===== config.mk =====
export PLATFORM = sky130hd
export DESIGN_NAME = abft_error_locator
export DESIGN_NICKNAME = d
export VERILOG_FILES = /design/src/rtl/abft_pkg.sv /design/src/rtl/dff.sv /design/src/rtl/seq_divider.sv /design/src/rtl/abft_error_locator.sv
export SDC_FILE = /design/constraint.sdc
export NUM_CORES = 1
export LEC_CHECK = 0
export ABC_AREA = 1
export BUFFER_PORTS_ARGS = -buffer_cell sky130_fd_sc_hd__buf_2
export CAP_MARGIN = 20
export CORE_MARGIN = 2
export CORE_UTILIZATION = 50
export DETAILED_ROUTE_END_ITERATION = 6
export GPL_ROUTABILITY_DRIVEN = 0
export MAX_ROUTING_LAYER = met4
export PLACE_DENSITY = 0.73
export SETUP_SLACK_MARGIN = 0.5
export SYNTH_ARGS = -nofsm -noshare
export SYNTH_HDL_FRONTEND = slang
export SYNTH_SLANG_ARGS = --single-unit

===== constraint.sdc =====
create_clock -name clk -period 6.75 [get_ports clk]
set_clock_uncertainty 0.05 [all_clocks]
set_input_delay 0.3375 -clock clk [delete_from_list [all_inputs] [get_ports clk]]
set_output_delay 0.3375 -clock clk [all_outputs]
set_load 0.01 [all_outputs]

===== src/rtl/abft_pkg.sv =====
// Shared types for the ABFT error locator: controller states and the
// one-hot error classification held in the result register.
package abft_pkg;

  typedef enum logic [1:0] {
    ST_IDLE   = 2'd0,
    ST_CHECK  = 2'd1,
    ST_DIV    = 2'd2,
    ST_REPORT = 2'd3
  } state_e;

  // All-zero encoding is the post-reset "no result yet" value.
  typedef enum logic [2:0] {
    CLS_NULL   = 3'b000,
    CLS_NONE   = 3'b001,
    CLS_SINGLE = 3'b010,
    CLS_MULTI  = 3'b100
  } cls_e;

endpackage


===== src/rtl/dff.sv =====
// Enabled register primitive with asynchronous active-low reset to zero.
// Latency 1 cycle; captures only when en is high.
module dff #(
  parameter int WIDTH = 1
) (
  input  logic             clk,
  input  logic             rst,
  input  logic             en,
  input  logic [WIDTH-1:0] d,
  output logic [WIDTH-1:0] q
);

  always_ff @(posedge clk or negedge rst) begin
    if (!rst) begin
      q <= '0;
    end else if (en) begin
      q <= d;
    end
  end

endmodule


===== src/rtl/seq_divider.sv =====
// Unsigned restoring divider, one quotient bit per cycle; the first bit is resolved on the
// start edge so WIDTH bits finish WIDTH-1 cycles later, quot/rem valid combinationally with done.
module seq_divider #(
  parameter int WIDTH = 29
) (
  input  logic             clk,
  input  logic             rst,
  input  logic             start,
  input  logic [WIDTH-1:0] dividend,
  input  logic [WIDTH-1:0] divisor,
  output logic             done,
  output logic [WIDTH-1:0] quot,
  output logic [WIDTH-1:0] rem
);

  localparam int CW = $clog2(WIDTH + 1);

  logic             busy_q;
  logic [CW-1:0]    cnt_q;
  logic [WIDTH-1:0] rem_q, qd_q, div_q;
  logic [WIDTH-1:0] src_rem, src_qd, src_div, rem_d, qd_d;
  logic [WIDTH:0]   trial;
  logic             ge;

  // qd_q shifts dividend bits out of the top while quotient bits enter at the bottom.
  always_comb begin
    src_rem = start ? '0       : rem_q;
    src_qd  = start ? dividend : qd_q;
    src_div = start ? divisor  : div_q;
    trial   = {src_rem, src_qd[WIDTH-1]};
    ge      = (trial >= {1'b0, src_div});
    rem_d   = ge ? (trial[WIDTH-1:0] - src_div) : trial[WIDTH-1:0];
    qd_d    = {src_qd[WIDTH-2:0], ge};
  end

  assign done = busy_q && (cnt_q == CW'(WIDTH - 1));
  assign quot = qd_d;
  assign rem  = rem_d;

  always_ff @(posedge clk or negedge rst) begin
    if (!rst) begin
      busy_q <= 1'b0;
      cnt_q  <= '0;
      rem_q  <= '0;
      qd_q   <= '0;
      div_q  <= '0;
    end else if (start) begin
      busy_q <= 1'b1;
      cnt_q  <= CW'(1);
      rem_q  <= rem_d;
      qd_q   <= qd_d;
      div_q  <= divisor;
    end else if (busy_q) begin
      rem_q  <= rem_d;
      qd_q   <= qd_d;
      cnt_q  <= cnt_q + 1'b1;
      if (done) busy_q <= 1'b0;
    end
  end

endmodule


===== src/rtl/abft_error_locator.sv =====
// Locates a single corrupted element from row/column checksum dot products.
// Latency 2 cycles (CHECK-resolved) or zBits+2 (division); ready only in IDLE, inputs arriving otherwise are dropped and flagged.
module abft_error_locator
  import abft_pkg::*;
#(
  parameter int arraySize    = 4,
  parameter int addressWidth = 2,
  parameter int zBits        = 28
) (
  input  logic                    clk,
  input  logic                    rst,
  input  logic                    clear,
  input  logic                    valid_in,
  input  logic [zBits-1:0]        ae_dot,
  input  logic [zBits-1:0]        be_dot,
  input  logic [zBits-1:0]        ce_dot,
  input  logic [zBits-1:0]        de_dot,
  output logic                    ready,
  output logic                    err_valid,
  output logic                    err_none,
  output logic                    err_single,
  output logic                    err_multi,
  output logic [addressWidth-1:0] err_row,
  output logic [addressWidth-1:0] err_col,
  output logic [zBits-1:0]        err_mag,
  output logic                    overrun
);

  localparam int W = zBits + 1;

  state_e                  state_q, state_d;
  cls_e                    cls_q, cls_d;
  logic [addressWidth-1:0] row_q, row_d, col_q, col_d;
  logic [zBits-1:0]        mag_q;
  logic                    overrun_q, overrun_set;
  logic                    cap_en, div_start, div_done, load_res;
  logic [zBits-1:0]        ae_q, be_q, ce_q, de_q;
  logic [W-1:0]            abs_ae, abs_be, abs_ce, abs_de;
  logic [W-1:0]            quot_row, rem_row, quot_col, rem_col;
  logic                    done_row, done_col;
  logic                    all_zero, signs_ok, single_ok;

  // Sign-extending first keeps the most negative input representable after negation.
  function automatic logic [W-1:0] abs_w(input logic [zBits-1:0] x);
    logic [W-1:0] s;
    s = {x[zBits-1], x};
    return x[zBits-1] ? -s : s;
  endfunction

  assign cap_en = (state_q == ST_IDLE) && valid_in;

  dff #(.WIDTH(zBits)) u_ae (.clk(clk), .rst(rst), .en(cap_en), .d(ae_dot), .q(ae_q));
  dff #(.WIDTH(zBits)) u_be (.clk(clk), .rst(rst), .en(cap_en), .d(be_dot), .q(be_q));
  dff #(.WIDTH(zBits)) u_ce (.clk(clk), .rst(rst), .en(cap_en), .d(ce_dot), .q(ce_q));
  dff #(.WIDTH(zBits)) u_de (.clk(clk), .rst(rst), .en(cap_en), .d(de_dot), .q(de_q));

  assign abs_ae = abs_w(ae_q);
  assign abs_be = abs_w(be_q);
  assign abs_ce = abs_w(ce_q);
  assign abs_de = abs_w(de_q);

  seq_divider #(.WIDTH(W)) u_div_row (
    .clk(clk), .rst(rst), .start(div_start), .dividend(abs_be), .divisor(abs_ae),
    .done(done_row), .quot(quot_row), .rem(rem_row)
  );

  seq_divider #(.WIDTH(W)) u_div_col (
    .clk(clk), .rst(rst), .start(div_start), .dividend(abs_de), .divisor(abs_ce),
    .done(done_col), .quot(quot_col), .rem(rem_col)
  );

  assign div_done  = done_row & done_col;
  assign all_zero  = ((ae_q | be_q | ce_q | de_q) == '0);
  assign signs_ok  = ((be_q == '0) || (be_q[zBits-1] == ae_q[zBits-1])) &&
                     ((de_q == '0) || (de_q[zBits-1] == ce_q[zBits-1]));
  assign single_ok = (rem_row == '0) && (rem_col == '0) && signs_ok &&
                     (quot_row < W'(arraySize)) && (quot_col < W'(arraySize));

  always_comb begin
    state_d   = state_q;
    div_start = 1'b0;
    load_res  = 1'b0;
    cls_d     = CLS_MULTI;
    row_d     = '0;
    col_d     = '0;
    case (state_q)
      ST_IDLE: begin
        if (valid_in) state_d = ST_CHECK;
      end
      ST_CHECK: begin
        if (all_zero) begin
          state_d  = ST_REPORT;
          load_res = 1'b1;
          cls_d    = CLS_NONE;
        end else if ((ae_q == '0) || (ce_q == '0) || (ae_q != ce_q)) begin
          state_d  = ST_REPORT;
          load_res = 1'b1;
        end else begin
          state_d   = ST_DIV;
          div_start = 1'b1;
        end
      end
      ST_DIV: begin
        if (div_done) begin
          state_d  = ST_REPORT;
          load_res = 1'b1;
          if (single_ok) begin
            cls_d = CLS_SINGLE;
            row_d = quot_row[addressWidth-1:0];
            col_d = quot_col[addressWidth-1:0];
          end
        end
      end
      ST_REPORT: state_d = ST_IDLE;
      default:   state_d = ST_IDLE;
    endcase
  end

  assign overrun_set = valid_in && (state_q != ST_IDLE);

  always_ff @(posedge clk or negedge rst) begin
    if (!rst) begin
      state_q   <= ST_IDLE;
      cls_q     <= CLS_NULL;
      row_q     <= '0;
      col_q     <= '0;
      mag_q     <= '0;
      overrun_q <= 1'b0;
    end else begin
      state_q <= state_d;
      if (load_res) begin
        cls_q <= cls_d;
        row_q <= row_d;
        col_q <= col_d;
        mag_q <= ae_q;
      end
      if (overrun_set)  overrun_q <= 1'b1;
      else if (clear)   overrun_q <= 1'b0;
    end
  end

  assign ready      = (state_q == ST_IDLE);
  assign err_valid  = (state_q == ST_REPORT);
  assign err_none   = (cls_q == CLS_NONE);
  assign err_single = (cls_q == CLS_SINGLE);
  assign err_multi  = (cls_q == CLS_MULTI);
  assign err_row    = row_q;
  assign err_col    = col_q;
  assign err_mag    = mag_q;
  assign overrun    = overrun_q;

endmodule


==> impl.org <==
** Run status
- The flow ran to the end, and the final reports show no timing, DRC or antenna violations.

** Route
- Post-DR wirelength/cell :: 17.8 um
- Count of vias placed by the detailed router :: 21800
- Antenna-violating nets left :: 0
- Drc violations :: 0
- In the routed layout, each cell is associated on average with a via count of 5.56.
- DRC marker count from the first detailed-route iteration :: 2532
- The first detailed-routing pass ran for 6 iterations.
- Total length of routed wires :: 69800 um

** Power and ir drop
- Summed over all cells, the static leakage comes to 13.6 nW.
- Power dissipated by switching net loads :: 2.87 mW
- Net switching is 38.3% of the power.
- Cell internal power was estimated by the tool at 4.62 mW.
- The share of total power dissipated in combinational logic is 31.4%.
- Of the total power, registers draw 39.0%.
- In this run the power density over the cells is 293 nW/um^2.
- VDD sags by at most 268 uV.
- Clk network pwr share :: 29.6%

** Logic synthesis
- Mapped cell area :: 21800 um^2
- Synthesis instantiated 57 different standard cells from the library.
- Ranking of synthesized cells by area :: dfrtp_1 (39%), nand2_1 (14%), nor2_1 (6.8%)
- For this run, asynchronously set or reset flops after synthesis account for 100%.
- Number of warnings reported in the yosys synthesis log :: 0
- Count leader, synth :: nand2_1
- Number of instances in the synthesized netlist :: 3092
- Yosys mapped a number of flops with a built-in enable equal to 0.
- In the synthesized netlist the dominant register cell turns out to be dfrtp_1.
- Cell taking the most area after synthesis :: dfrtp_1
- Top cell type's share of synthesized area :: 38.6%
- FF+latch count, synth :: 336
- Summing the sequential cell areas from Yosys gives 38.6% of the chip area.
- Net count of the mapped netlist :: 3274
- Syn avg cell area :: 7.05 um^2
- Ranked by instance count, the synthesized netlist is headed by nand2_1 (809), nor2_1 (394), inv_1 (359), dfrtp_1 (336), o21ai_0 (278).

** Min path
- Hold/Removal Path Class :: in2reg

** Timing
- Count of final setup violators :: 0
- Setup repair after global routing left no endpoint under its margin.
- The count of final max-slew check failures came to 0.
- Part of the cycle the worst path needs :: 87.5%
- Actual slew at the worst max-slew pin :: 1000 ps
- Relative max-transition margin :: 33.3%
- Final critical delay including setup and external delays :: 5910 ps
- Timing would allow up to 0.169 GHz.
- Final hold violation count :: 0
- Setup tns final :: 0 ps
- Final hold analysis gives a worst-case slack of 6.28 ps.

** CTS
- After clock tree synthesis, the clock-pin slew on the worst setup and hold paths is 70 ps.
- TritonCTS built the clock tree.
- Source-to-sink clock delay at the later pin of the worst-skew pair :: 580 ps
- The root buffer cell chosen for the clock tree is clkbuf_16.
- Counting every sink on the clock net gives 336.
- Clock Tree Buf Depth :: 3
- CTS H-Tree Depth :: 2
- Number of buffers created by CTS :: 38

** Global routing
- Wire length of the first global-routing pass :: 111000 um
- Congestion Overflow GR :: 0
- Entering global routing, the biggest net connects 117 pins.
- The initial antenna violation count was 4.
- The number of global-route vias before repair was 21300.
- Global routing consumed, over all layers together, 32.1% of the routing resources.

** Finish
- Compared with the post-synthesis result, the final layout area differs by 17.3%.
- In the final layout, the share of cells above drive strength 1 is 10.9%.
- For this run, the post-layout net count is 3496.
- The layout has 3800 filler cells.
- For this run, the share of the core covered by cells in the final layout is 59.3%.
- Post-route cell area :: 25600 um^2

** Die
- For this design the top-level I/O count stands at 154.
- Once the floorplan was initialized, standard cells occupied 50.6% of the core.
- From bottom edge to top edge, the die measures 213 um.
- Site Rows :: 76
- The floorplan step set the die width to 213 um.
- Core area :: 43100 um^2
- The floorplan step defined a die boundary enclosing 45300 um^2.

** Setup path
- Worst-path cell with the longest stage delay :: fa_1
- Worst path arrival time :: 6360 ps
- STA classifies the critical path endpoint as a register.
- Crit-path max FO :: 35
- CP max stage delay :: 490 ps
- Startpoint type of the worst setup path :: register
- Kind of critical path :: reg2reg
- Counting stages on the worst path, the most repeated cell is nand2_1.
- Required @ worst endpoint :: 7200 ps

** Run
- Number of max-cap violations :: 0

** Place
- Placed Area :: 23000 um^2
- DP Wirelength :: 50800 um
- Input/output buffers :: 153
==> power by group through the flow <==
stage,Combinational (mW),Sequential [mW],Clock (mW)
floorplan,1.52,2.81,0
global placement,2.17,2.92,0
detailed placement,2.22,2.93,0
CTS,2.28,2.90,2.23
global route,2.58,2.97,2.32
finish,2.35,2.93,2.22
==> metrics by stage <==
stage / total power, mW / cells / worst slack (ps)
global placement: 5.09 / 3746 / 570
finish: 7.50 / 3927 / 842
CTS: 7.41 / 3921 / 603
floorplan: 4.33 / 3092 / 656
global route: 7.87 / 3927 / 502
detailed placement: 5.15 / 3746 / 378
==> flip-flops by register name, indices dropped and copies added, names as in the netlist, 5 cells and up, named ones only <==
name and flops:
u_de.q 28, u_div_col.qd_q 29, err_mag 28, u_div_col.rem_q 29, u_div_row.rem_q 29, u_div_col.cnt_q 5, u_div_row.qd_q 29, u_div_row.div_q 28
u_div_col.div_q 28, u_div_row.cnt_q 5, u_ce.q 28, u_be.q 28, u_ae.q 28
==> critical path, delay by kind of cell, from the launching register on <==
| kind | cells | cell delay, ps |
|---|---|---|
| flip-flops | 1 | 420 |
| AND/OR/NAND/NOR | 25 | 3190 |
| AO/OA/AOI/OAI | 6 | 960 |
| adder cells (fa/ha/maj) | 1 | 490 |
| buffers and inverters | 4 | 690 |
==> timing repair <==
item                                    4_1_cts  5_1_grt
endpoints found under the setup margin        5        6
gates resized for setup                       2       21
hold endpoints to repair                    222        0
pin swaps                                     0        2
hold buffers                                111        0
gates cloned                                  0        0
buffers inserted                              0        0
==> placed cells by master, fill, tap and decap left out, types with 4 or more instances in the layout <==
cell,Yosys,routed
and2_1,4,4
clkbuf_16,0,38
nand2_2,12,14
nand4_1,52,52
nand3b_1,19,19
nand2_1,809,806
clkbuf_1,70,5
xor2_1,102,102
nor2_1,394,388
nor3_1,41,40
ha_1,64,63
buf_2,23,152
mux2_2,24,24
nor2_4,3,6
nand3_1,160,160
or2_2,6,6
buf_4,1,27
nand3_2,13,13
diode_2,0,4
a31oi_1,11,11
inv_1,359,356
nor2_2,12,15
dlygate4sd3_1,0,111
o21ai_1,13,16
xnor2_1,35,35
clkbuf_8,0,7
a21oi_1,167,166
o21ai_0,278,274
inv_2,21,21
bufinv_16,0,5
dfrtp_1,336,334
==> metal layers <==
metal  track usage, %  part of all wire (%)  vias up
li1                 -                     -    10300
met1             39.2                    40    10200
met2             51.8                    47     1039
met3             5.10                   7.6      232
met4             16.3                   5.3        0
met5                -                     0        -
==> kinds of logic after synthesis <==
kind of cell / Yosys count / share of synthesized area [%]
flip-flops: 336 / 38.6
multiplexers: 24 / 1.24
buffers and inverters: 497 / 9.09
adder cells (fa/ha/maj): 66 / 3.86
AO/OA/AOI/OAI: 493 / 11.8
AND/OR/NAND/NOR: 1539 / 30.0
XOR/XNOR: 137 / 5.51
==> path summary, 6_finish.rpt <==
| path | from | end | slack, ps | depth (start not counted) |
|---|---|---|---|---|
| max in group asynchronous | rst | u_div_col.rem_q[14] | 4870 | 3 |
| worst min-delay path | be_dot[19] | u_be.q[19] | 6 | 3 |
| worst max-delay path | u_ce.q[24] | cls_q[1] | 840 | 36 |
| worst max register to register | u_ce.q[24] | cls_q[1] | 840 | 36 |
| min in group asynchronous | rst | u_div_row.div_q[17] | 350 | 2 |
| worst min register to register | u_div_col.div_q[22] | u_div_col.div_q[22] | 430 | 2 |
==> area by class of cell <==
type                    count  area (um^2)  area share [%]
inverters                 383         1450            5.68
well taps                 585          732            2.86
multi-input cells        2259        11500            44.9
clock inverters            14          249           0.974
diodes                      4         10.0          0.0392
repair buffers            296         2170            8.50
flip-flops and latches    336         8410            32.9
clock buffers              50         1070            4.17
(Power assumes the default switching activity.)
